==> src/rtl/hazard_ctrl_if.sv <==
// Datapath-facing bundle of the hazard controller: register-match/control inputs
// plus forwarding selects, stall/flush controls and PC redirects.
interface hazard_ctrl_if;
    logic       Match_1E_M;
    logic       Match_1E_W;
    logic       Match_2E_M;
    logic       Match_2E_W;
    logic       Match_12D_E;
    logic       RegWriteM;
    logic       RegWriteW;
    logic       MemtoRegE;
    logic       BranchE;
    logic       CondTakenE;
    logic       prediction_E;
    logic       Correct_addr_prediction;
    logic [1:0] ForwardAE;
    logic [1:0] ForwardBE;
    logic       StallF;
    logic       StallD;
    logic       FlushD;
    logic       FlushE;
    logic       BranchTakenE;
    logic       Branched_wrong;
    logic       BranchTakenE_for_predictor;

    modport master (
        output Match_1E_M, Match_1E_W, Match_2E_M, Match_2E_W, Match_12D_E,
        output RegWriteM, RegWriteW, MemtoRegE, BranchE, CondTakenE,
        output prediction_E, Correct_addr_prediction,
        input  ForwardAE, ForwardBE, StallF, StallD, FlushD, FlushE,
        input  BranchTakenE, Branched_wrong, BranchTakenE_for_predictor
    );

    modport slave (
        input  Match_1E_M, Match_1E_W, Match_2E_M, Match_2E_W, Match_12D_E,
        input  RegWriteM, RegWriteW, MemtoRegE, BranchE, CondTakenE,
        input  prediction_E, Correct_addr_prediction,
        output ForwardAE, ForwardBE, StallF, StallD, FlushD, FlushE,
        output BranchTakenE, Branched_wrong, BranchTakenE_for_predictor
    );
endinterface

==> src/rtl/hazard_ctrl.sv <==
// Hazard and branch-recovery controller: forwarding, load-use stall, branch
// resolution against the fetch-time prediction, one-cycle recovery, perf counters.
module hazard_ctrl #(
    parameter int CNT_W = 16
) (
    input  logic             clk,
    input  logic             reset,
    hazard_ctrl_if.slave     hz,
    input  logic             perf_clear,
    output logic [CNT_W-1:0] branch_cnt,
    output logic [CNT_W-1:0] mispredict_cnt,
    output logic [CNT_W-1:0] stall_cnt
);

    typedef enum logic {RUN, RECOVER} state_t;

    state_t state;
    state_t state_next;
    logic   brv;
    logic   mis;
    logic   ldrstall;

    function automatic logic [CNT_W-1:0] sat_inc(input logic [CNT_W-1:0] v);
        return (&v) ? v : v + 1'b1;
    endfunction

    always_ff @(posedge clk or posedge reset) begin
        if (reset) begin
            state <= RUN;
        end else begin
            state <= state_next;
        end
    end

    // RECOVER holds a flushed bubble in Execute, so branch and load-use terms are gated off
    always_comb begin
        state_next                    = RUN;
        brv                           = 1'b0;
        mis                           = 1'b0;
        ldrstall                      = 1'b0;
        hz.ForwardAE                  = 2'b00;
        hz.ForwardBE                  = 2'b00;
        hz.StallF                     = 1'b0;
        hz.StallD                     = 1'b0;
        hz.FlushD                     = 1'b0;
        hz.FlushE                     = 1'b0;
        hz.BranchTakenE               = 1'b0;
        hz.Branched_wrong             = 1'b0;
        hz.BranchTakenE_for_predictor = 1'b0;

        if (hz.Match_1E_M && hz.RegWriteM) begin
            hz.ForwardAE = 2'b10;
        end else if (hz.Match_1E_W && hz.RegWriteW) begin
            hz.ForwardAE = 2'b01;
        end

        if (hz.Match_2E_M && hz.RegWriteM) begin
            hz.ForwardBE = 2'b10;
        end else if (hz.Match_2E_W && hz.RegWriteW) begin
            hz.ForwardBE = 2'b01;
        end

        brv = hz.BranchE && (state == RUN);
        hz.BranchTakenE_for_predictor = brv && hz.CondTakenE;
        hz.BranchTakenE   = brv && hz.CondTakenE && !(hz.prediction_E && hz.Correct_addr_prediction);
        hz.Branched_wrong = brv && !hz.CondTakenE && hz.prediction_E;
        mis = hz.BranchTakenE || hz.Branched_wrong;
        ldrstall = hz.Match_12D_E && hz.MemtoRegE && !mis && (state == RUN);

        hz.StallF = ldrstall;
        hz.StallD = ldrstall;
        hz.FlushD = mis;
        hz.FlushE = mis || ldrstall;

        if (state == RUN && mis) begin
            state_next = RECOVER;
        end
    end

    always_ff @(posedge clk or posedge reset) begin
        if (reset) begin
            branch_cnt     <= '0;
            mispredict_cnt <= '0;
            stall_cnt      <= '0;
        end else if (perf_clear) begin
            branch_cnt     <= '0;
            mispredict_cnt <= '0;
            stall_cnt      <= '0;
        end else begin
            if (brv) begin
                branch_cnt <= sat_inc(branch_cnt);
            end
            if (mis) begin
                mispredict_cnt <= sat_inc(mispredict_cnt);
            end
            if (ldrstall) begin
                stall_cnt <= sat_inc(stall_cnt);
            end
        end
    end

endmodule

==> src/flat_wrapper.sv <==
// flat-port wrapper written by rule: the top's interface ports become plain ports
module hazard_ctrl_flat 
#(
    parameter int CNT_W = 16
)
  (clk, reset, perf_clear, branch_cnt, mispredict_cnt, stall_cnt, hz_Match_1E_M, hz_Match_1E_W, hz_Match_2E_M, hz_Match_2E_W, hz_Match_12D_E, hz_RegWriteM, hz_RegWriteW, hz_MemtoRegE, hz_BranchE, hz_CondTakenE, hz_prediction_E, hz_Correct_addr_prediction, hz_ForwardAE, hz_ForwardBE, hz_StallF, hz_StallD, hz_FlushD, hz_FlushE, hz_BranchTakenE, hz_Branched_wrong, hz_BranchTakenE_for_predictor);
  hazard_ctrl_if hz_i ();
  input  logic clk;
  input  logic reset;
  input  logic perf_clear;
  output logic [CNT_W-1:0] branch_cnt;
  output logic [CNT_W-1:0] mispredict_cnt;
  output logic [CNT_W-1:0] stall_cnt;
  input wire logic [$bits(hz_i.Match_1E_M)-1:0] hz_Match_1E_M;
  input wire logic [$bits(hz_i.Match_1E_W)-1:0] hz_Match_1E_W;
  input wire logic [$bits(hz_i.Match_2E_M)-1:0] hz_Match_2E_M;
  input wire logic [$bits(hz_i.Match_2E_W)-1:0] hz_Match_2E_W;
  input wire logic [$bits(hz_i.Match_12D_E)-1:0] hz_Match_12D_E;
  input wire logic [$bits(hz_i.RegWriteM)-1:0] hz_RegWriteM;
  input wire logic [$bits(hz_i.RegWriteW)-1:0] hz_RegWriteW;
  input wire logic [$bits(hz_i.MemtoRegE)-1:0] hz_MemtoRegE;
  input wire logic [$bits(hz_i.BranchE)-1:0] hz_BranchE;
  input wire logic [$bits(hz_i.CondTakenE)-1:0] hz_CondTakenE;
  input wire logic [$bits(hz_i.prediction_E)-1:0] hz_prediction_E;
  input wire logic [$bits(hz_i.Correct_addr_prediction)-1:0] hz_Correct_addr_prediction;
  output wire logic [$bits(hz_i.ForwardAE)-1:0] hz_ForwardAE;
  output wire logic [$bits(hz_i.ForwardBE)-1:0] hz_ForwardBE;
  output wire logic [$bits(hz_i.StallF)-1:0] hz_StallF;
  output wire logic [$bits(hz_i.StallD)-1:0] hz_StallD;
  output wire logic [$bits(hz_i.FlushD)-1:0] hz_FlushD;
  output wire logic [$bits(hz_i.FlushE)-1:0] hz_FlushE;
  output wire logic [$bits(hz_i.BranchTakenE)-1:0] hz_BranchTakenE;
  output wire logic [$bits(hz_i.Branched_wrong)-1:0] hz_Branched_wrong;
  output wire logic [$bits(hz_i.BranchTakenE_for_predictor)-1:0] hz_BranchTakenE_for_predictor;
  assign hz_i.Match_1E_M = hz_Match_1E_M;
  assign hz_i.Match_1E_W = hz_Match_1E_W;
  assign hz_i.Match_2E_M = hz_Match_2E_M;
  assign hz_i.Match_2E_W = hz_Match_2E_W;
  assign hz_i.Match_12D_E = hz_Match_12D_E;
  assign hz_i.RegWriteM = hz_RegWriteM;
  assign hz_i.RegWriteW = hz_RegWriteW;
  assign hz_i.MemtoRegE = hz_MemtoRegE;
  assign hz_i.BranchE = hz_BranchE;
  assign hz_i.CondTakenE = hz_CondTakenE;
  assign hz_i.prediction_E = hz_prediction_E;
  assign hz_i.Correct_addr_prediction = hz_Correct_addr_prediction;
  assign hz_ForwardAE = hz_i.ForwardAE;
  assign hz_ForwardBE = hz_i.ForwardBE;
  assign hz_StallF = hz_i.StallF;
  assign hz_StallD = hz_i.StallD;
  assign hz_FlushD = hz_i.FlushD;
  assign hz_FlushE = hz_i.FlushE;
  assign hz_BranchTakenE = hz_i.BranchTakenE;
  assign hz_Branched_wrong = hz_i.Branched_wrong;
  assign hz_BranchTakenE_for_predictor = hz_i.BranchTakenE_for_predictor;
  hazard_ctrl #(.CNT_W(CNT_W)) u_core (.clk(clk), .reset(reset), .hz(hz_i), .perf_clear(perf_clear), .branch_cnt(branch_cnt), .mispredict_cnt(mispredict_cnt), .stall_cnt(stall_cnt));
endmodule
==> config.mk <==
export PLATFORM = sky130hd
export DESIGN_NAME = hazard_ctrl_flat
export DESIGN_NICKNAME = d
export VERILOG_FILES = /design/src/rtl/hazard_ctrl_if.sv /design/src/rtl/hazard_ctrl.sv /design/src/flat_wrapper.sv
export SDC_FILE = /design/constraint.sdc
export NUM_CORES = 1
export LEC_CHECK = 0
export BUFFER_PORTS_ARGS = -buffer_cell sky130_fd_sc_hd__buf_4
export CAP_MARGIN = 10
export CELL_PAD_IN_SITES_DETAIL_PLACEMENT = 0
export CELL_PAD_IN_SITES_GLOBAL_PLACEMENT = 2
export CORE_ASPECT_RATIO = 0.6
export CORE_MARGIN = 4
export CORE_UTILIZATION = 34
export DETAILED_ROUTE_END_ITERATION = 10
export PLACE_DENSITY = 0.88
export SETUP_SLACK_MARGIN = 0.2
export SYNTH_ARGS = -nofsm -noshare
export SYNTH_HDL_FRONTEND = slang
export SYNTH_SLANG_ARGS = --single-unit
==> constraint.sdc <==
create_clock -name clk -period 3.4 [get_ports clk]
set_clock_uncertainty 0.1 [all_clocks]
set_input_delay 0.34 -clock clk [delete_from_list [all_inputs] [get_ports clk]]
set_output_delay 0.34 -clock clk [all_outputs]
set_load 0.03 [all_outputs]
# Word-level counts from Yosys, hierarchy flattened
# Index checks and enable logic that the tools add are counted.
dict set report totals {
  register_bits 49
  inputBits 15
}
dict set report op_classes {
  bitwise_logic 1
  reduce_logical 28
  mux 14
  addsub 3
  n_eq_ne 3
}
# operator count
set ops {}
lappend ops {{$mux W16} 9}
lappend ops {{$add A16 B1 Y16 const B} 3}
lappend ops {{$reduce_and A16 Y1} 3}
lappend ops {{$logic_and A1 B1 Y1} 14}
lappend ops {{$ne A2 B2 Y1 const B} 3}
lappend ops {{$reduce_and A2 Y1} 3}
lappend ops {{$reduce_bool A2 Y1} 3}
lappend ops {{$mux W2} 2}
lappend ops {{$logic_not A1 Y1} 3}
lappend ops {{$mux W1} 3}
lappend ops {{$logic_or A1 B1 Y1} 2}
lappend ops {{$not A1 Y1} 1}

# Depth between registers and ports, before layout
dict set report depth {
  ltp_word 10
  ltp_mapped 6
  mapped_depth_nobuf 5
}

# Worst setup path after synthesis
# Ideal clock, no wire load.
dict set report synth_path {
  kind {register to register}
  start {register u_core.stall_cnt[0]}
  end {register u_core.stall_cnt[12]}
  setup_time_ns 0.125
  slack_ns 1.084
  stages_incl_launch_ff 6
  path_buffers 0
  period_less_slack_ns 2.316
  arrival_ns 2.091
  cell_sequence {dfrtp_1 -> ha_1 -> nand2_1 -> or4_1 -> nor4b_1 -> mux2_2}
}
dict set report synth_between {
  elab_chain_cells 4
}
# item line
set synth_rtl {}
lappend synth_rtl {{start: declaration} hazard_ctrl.sv:12} ;# output logic [CNT_W-1:0] stall_cnt
lappend synth_rtl {{start signal: assignment} hazard_ctrl.sv:97} ;# stall_cnt <= sat_inc(stall_cnt);
lappend synth_rtl {{$add A16 B1 Y16} hazard_ctrl.sv:24} ;# return (&v) ? v : v + 1'b1;
lappend synth_rtl {{$mux W16} hazard_ctrl.sv:24}
lappend synth_rtl {{$mux W16} hazard_ctrl.sv:96} ;# if (ldrstall) begin
lappend synth_rtl {{$mux W16} hazard_ctrl.sv:85} ;# end else if (perf_clear) begin
# Parallel ways exist; a longest one is shown, timed or not. The select of a mux whose other input is x is not followed.
# A chain may end at the register's enable or synchronous reset.

# Worst setup path in the final report
dict set report layout_path {
  start {register u_core.stall_cnt[0]}
  end {register u_core.stall_cnt[10]}
}
# Same word-level chain as after synthesis.

==> results.txt <==
* Number of pins with negative max-slew slack in the final report: 0
* Number of inserted diodes: 0
* Number of setup buffers added after CTS: 0
* Net Count, Synth: 355
- Dividing the final minimum period by the clock period gives 0.730.
- Setup-failing EPs final: 0
* Register clock-pin slew on the reported worst setup and hold paths: roughly 0.07 ns
* TritonCTS clock tree: built
- Grouping stages by cell kind, the critical path spends the most delay in simple AND/OR/NAND/NOR gates.
- Total power per unit cell area: 331 nW/um^2
- Largest fanout of any net on the critical path: 10
- Number of instances in the synthesized netlist: ~340
- Of the synthesized area, sequential elements account for 0.407.
- Counting I/O delays and the setup requirement, the final critical path takes 2.48 ns.
* Synthesized-area fraction occupied by xor and xnor cells: 0
- STA puts the critical path data required time at between 3 and 4 ns.
* Setup TNS Final: 0 ns
- Across the run, the number of max-cap violations was 0.
- Cell type of the slowest stage on the worst timing path: sky130_fd_sc_hd__nor4_2
- Vias in the first global route: 2750
* Cell depth of the worst flop-to-flop path: 5
- Number of register bits inferred by synthesis: a little under 50
- The worst register-to-register path ends at u_core.stall_cnt[10]$_DFFE_PP0P_.
- Worst Path Class, Setup: reg2reg
- The min-delay analysis places its worst path in the category in2async.
- The root buffer cell chosen for the clock tree is sky130_fd_sc_hd__clkbuf_16.
* VDD IR max: 0.172 mV
- Number of ports placed on the die boundary: 74
* Worst setup slack for register-to-register paths: 0.92 ns
- Counting flops with an async set or reset pin after synthesis yields a share of 1.00.
* Number of clock sinks seen by CTS: 49
- For this run, the number of Yosys warnings is 0.
- A synthesized cell averages 8.94 um^2.
- Routed WL per cell: 16.4 um
- Most used flip-flop cell after synthesis: sky130_fd_sc_hd__dfrtp_1
- In this run the static leakage power is 0.00163 uW.
- After detailed routing, the number of remaining DRC violations is 0.
* Headroom to the max-slew limit: 0.342
* Number of antenna violations at the first check in global routing: 0
- After detailed routing, the number of vias per cell comes to between 5 and 6.
- Endpoint of the worst setup timing path: u_core.stall_cnt[10]$_DFFE_PP0P_
- Most common cell after layout, fill and taps aside: sky130_fd_sc_hd__buf_4
* Simple-gate area share of the yosys netlist: 0.307
* Data arrival time of the critical path: about 2.6 ns
* Die outline height: between 80 and 90 um
- Via count: 2898
* Die width: about 130 um
- Number of nets with antenna violations after routing: 0
* Result of the run: complete, no violations
- Startpoint type of the worst setup path: flip-flop
- Top library cells by usage in the layout, fill and taps aside: 78 x sky130_fd_sc_hd__buf_4, 49 x sky130_fd_sc_hd__dfrtp_1, 28 x sky130_fd_sc_hd__nor2_1
* Number of gates given a new drive strength after cts: 0
- Derived from the worst setup path, the maximum achievable clock frequency is approximately 400 MHz.
* Worst slack, placed: 0.954 ns
- Count of distinct cell types in the synthesized netlist: 46
- By area, the combinational part of the netlist is dominated by simple AND/OR/NAND/NOR gates.
- Layout-stage area growth over the synthesis result: 26.6%
- Overflow left after global routing: 0
* Routed Wire Length: 8460 um
* # nets final: 421
* Clock Tree Buf Depth: 2
- Fraction of final layout cells sized beyond drive strength 1: 0.272
- Endpoints failing hold: 0
- Initial standard-cell utilization of the core: 0.352
- Netlist area before placement: 3010 um^2
- Buffers inserted to repair hold after CTS numbered 0.
- Row Count: 26
- Floorplan die area: 10500 um^2
- For this run, the total global-route usage over all layers was measured as 0.170.
* Number of port buffers: 73
- Type of element capturing the critical path: flip-flop
- At the later pin of the worst-skew pair, clock insertion delay measures 0.30 ns.
* Initial detailed-routing violation count: around 230
- Synth Area in Adders: 0.0125
- H-tree levels: 2
* Crit. path cell count: 5
- The complex-gate fraction of the synthesized area is 0.151.
- Number of clock buffers inserted by TritonCTS: 5
* Multiplexer area fraction after synthesis: 0.0806
- After floorplanning, the core was sized to cover around 8600 um^2.
- The first detailed-routing pass took 4 iterations.
- Entering global routing, the biggest net connects 64 pins.
* Worst-margin pin slew: between 0.9 and 1 ns
* Detailed-placement wirelength estimate: 6070 um
* First-pass GRT wire length: about 14000 um
- The critical path starts at u_core.stall_cnt[0]$_DFFE_PP0P_.
* Slack of the critical path: just over 0.9 ns
- Cell Chain, Critical Path: ha_1 > nand2_1 > nor4_2 > a2111oi_0 > mux2_2
* Critical register-to-register path startpoint: u_core.stall_cnt[0]$_DFFE_PP0P_
- Unrepaired setup endpoints after global routing: no
- CP peak stage delay: roughly 0.86 ns
- The number of buffers and inverters on the critical path is 0.
- After filler insertion, the fill cell instance count of the layout stands at 859.
* Number of synthesized flops with an enable pin: 0
* Final RePlAce weighted congestion: 0.839
-- cell families (layout without fill, tap and decap cells) --
group	after synthesis	in the layout
adder cells (fa/ha/maj)	3	3
multiplexers	22	22
AO/OA/AOI/OAI	70	70
buffers and inverters	29	96
flip-flops	49	49
AND/OR/NAND/NOR	164	164
-- where the power goes --
group | switching, uW | internal, uW | leakage [uW]
logic | 84.7 | 43.9 | 0.000865
registers | 7.13 | 588 | 0.000682
clock network | 227 | 312 | 0.0000799
-- worst register-to-register path: cells and delay by family (launching register included) --
| family | cells | cell delay, ns |
|---|---|---|
| adders and majority gates | 1 | 0.25 |
| DFF | 1 | 0.44 |
| AOI/OAI and AO/OA | 1 | 0.27 |
| muxes | 1 | 0.32 |
| and+or+nand+nor | 2 | 0.99 |
-- synthesized netlist by cell type, types with 5 or more instances --
master,instances,share of area
sky130_fd_sc_hd__or3_1,10,0.021
sky130_fd_sc_hd__dfrtp_1,49,0.41
sky130_fd_sc_hd__clkbuf_1,14,0.017
sky130_fd_sc_hd__nor3_1,5,0.0083
sky130_fd_sc_hd__and2_1,6,0.012
sky130_fd_sc_hd__o31ai_1,9,0.022
sky130_fd_sc_hd__o21ai_0,12,0.020
sky130_fd_sc_hd__and3_1,5,0.010
sky130_fd_sc_hd__mux2_2,18,0.067
sky130_fd_sc_hd__nand4_1,11,0.023
sky130_fd_sc_hd__nand2_1,24,0.030
sky130_fd_sc_hd__nor2b_1,18,0.037
sky130_fd_sc_hd__nor4_1,11,0.023
sky130_fd_sc_hd__or4_1,11,0.027
sky130_fd_sc_hd__nand3_1,18,0.030
sky130_fd_sc_hd__a21oi_1,23,0.038
sky130_fd_sc_hd__inv_1,10,0.012
sky130_fd_sc_hd__nor2_1,28,0.035
sky130_fd_sc_hd__a211oi_1,10,0.025
-- metal layers --
layer	vias to the layer above	global-route usage	routed length, um
met1	1403	0.257	4340
met3	13	0.0407	486
met5	-	0	0
li1	1400	-	-
met2	82	0.242	3530
met4	0	0.0456	105
-- through the flow --
step	hold slack [ns]	utilization	instance area, um^2	total power [uW]	std cells
4_1_cts	0.146	0.446	3810	1280	516
3_5_place_dp	0.422	0.427	3660	738	508
2_1_floorplan	0.572	-	3010	687	337
3_3_place_gp	0.412	0.427	3660	736	508
6_report	0.112	0.446	3810	1260	516
5_1_grt	0.195	0.446	3810	1320	516
-- cell type report --
cell class	instances	area, um^2	share of cell area
Clock inverter	1	5.00	0.00131
Timing Repair Buffer	78	586	0.154
Sequential cell	49	1230	0.322
Multi-Input combinational cell	259	1670	0.437
Clock buffer	7	153	0.0400
Tap cell	112	140	0.0367
Inverter	10	37.5	0.00984
-- how the worst min path moves through the flow --
| stage | start | to | cells past startpoint |
|---|---|---|---|
| after global routing | reset | u_core.branch_cnt[6]$_DFFE_PP0P_ | 2 |
| final | reset | u_core.stall_cnt[12]$_DFFE_PP0P_ | 2 |
| after detailed placement | u_core.branch_cnt[14]$_DFFE_PP0P_ | u_core.branch_cnt[14]$_DFFE_PP0P_ | 1 |
| after CTS | reset | u_core.stall_cnt[12]$_DFFE_PP0P_ | 2 |
| after floorplan | reset | u_core.branch_cnt[0]$_DFFE_PP0P_ | 1 |
| after global placement | u_core.branch_cnt[14]$_DFFE_PP0P_ | u_core.branch_cnt[14]$_DFFE_PP0P_ | 1 |
-- state kept, by name, indices dropped and copies added, names as in the netlist --
signal and flops:
u_core.branch_cnt 16, u_core.mispredict_cnt 16, u_core.stall_cnt 16, u_core.state 1
(Power assumes the default switching activity.)
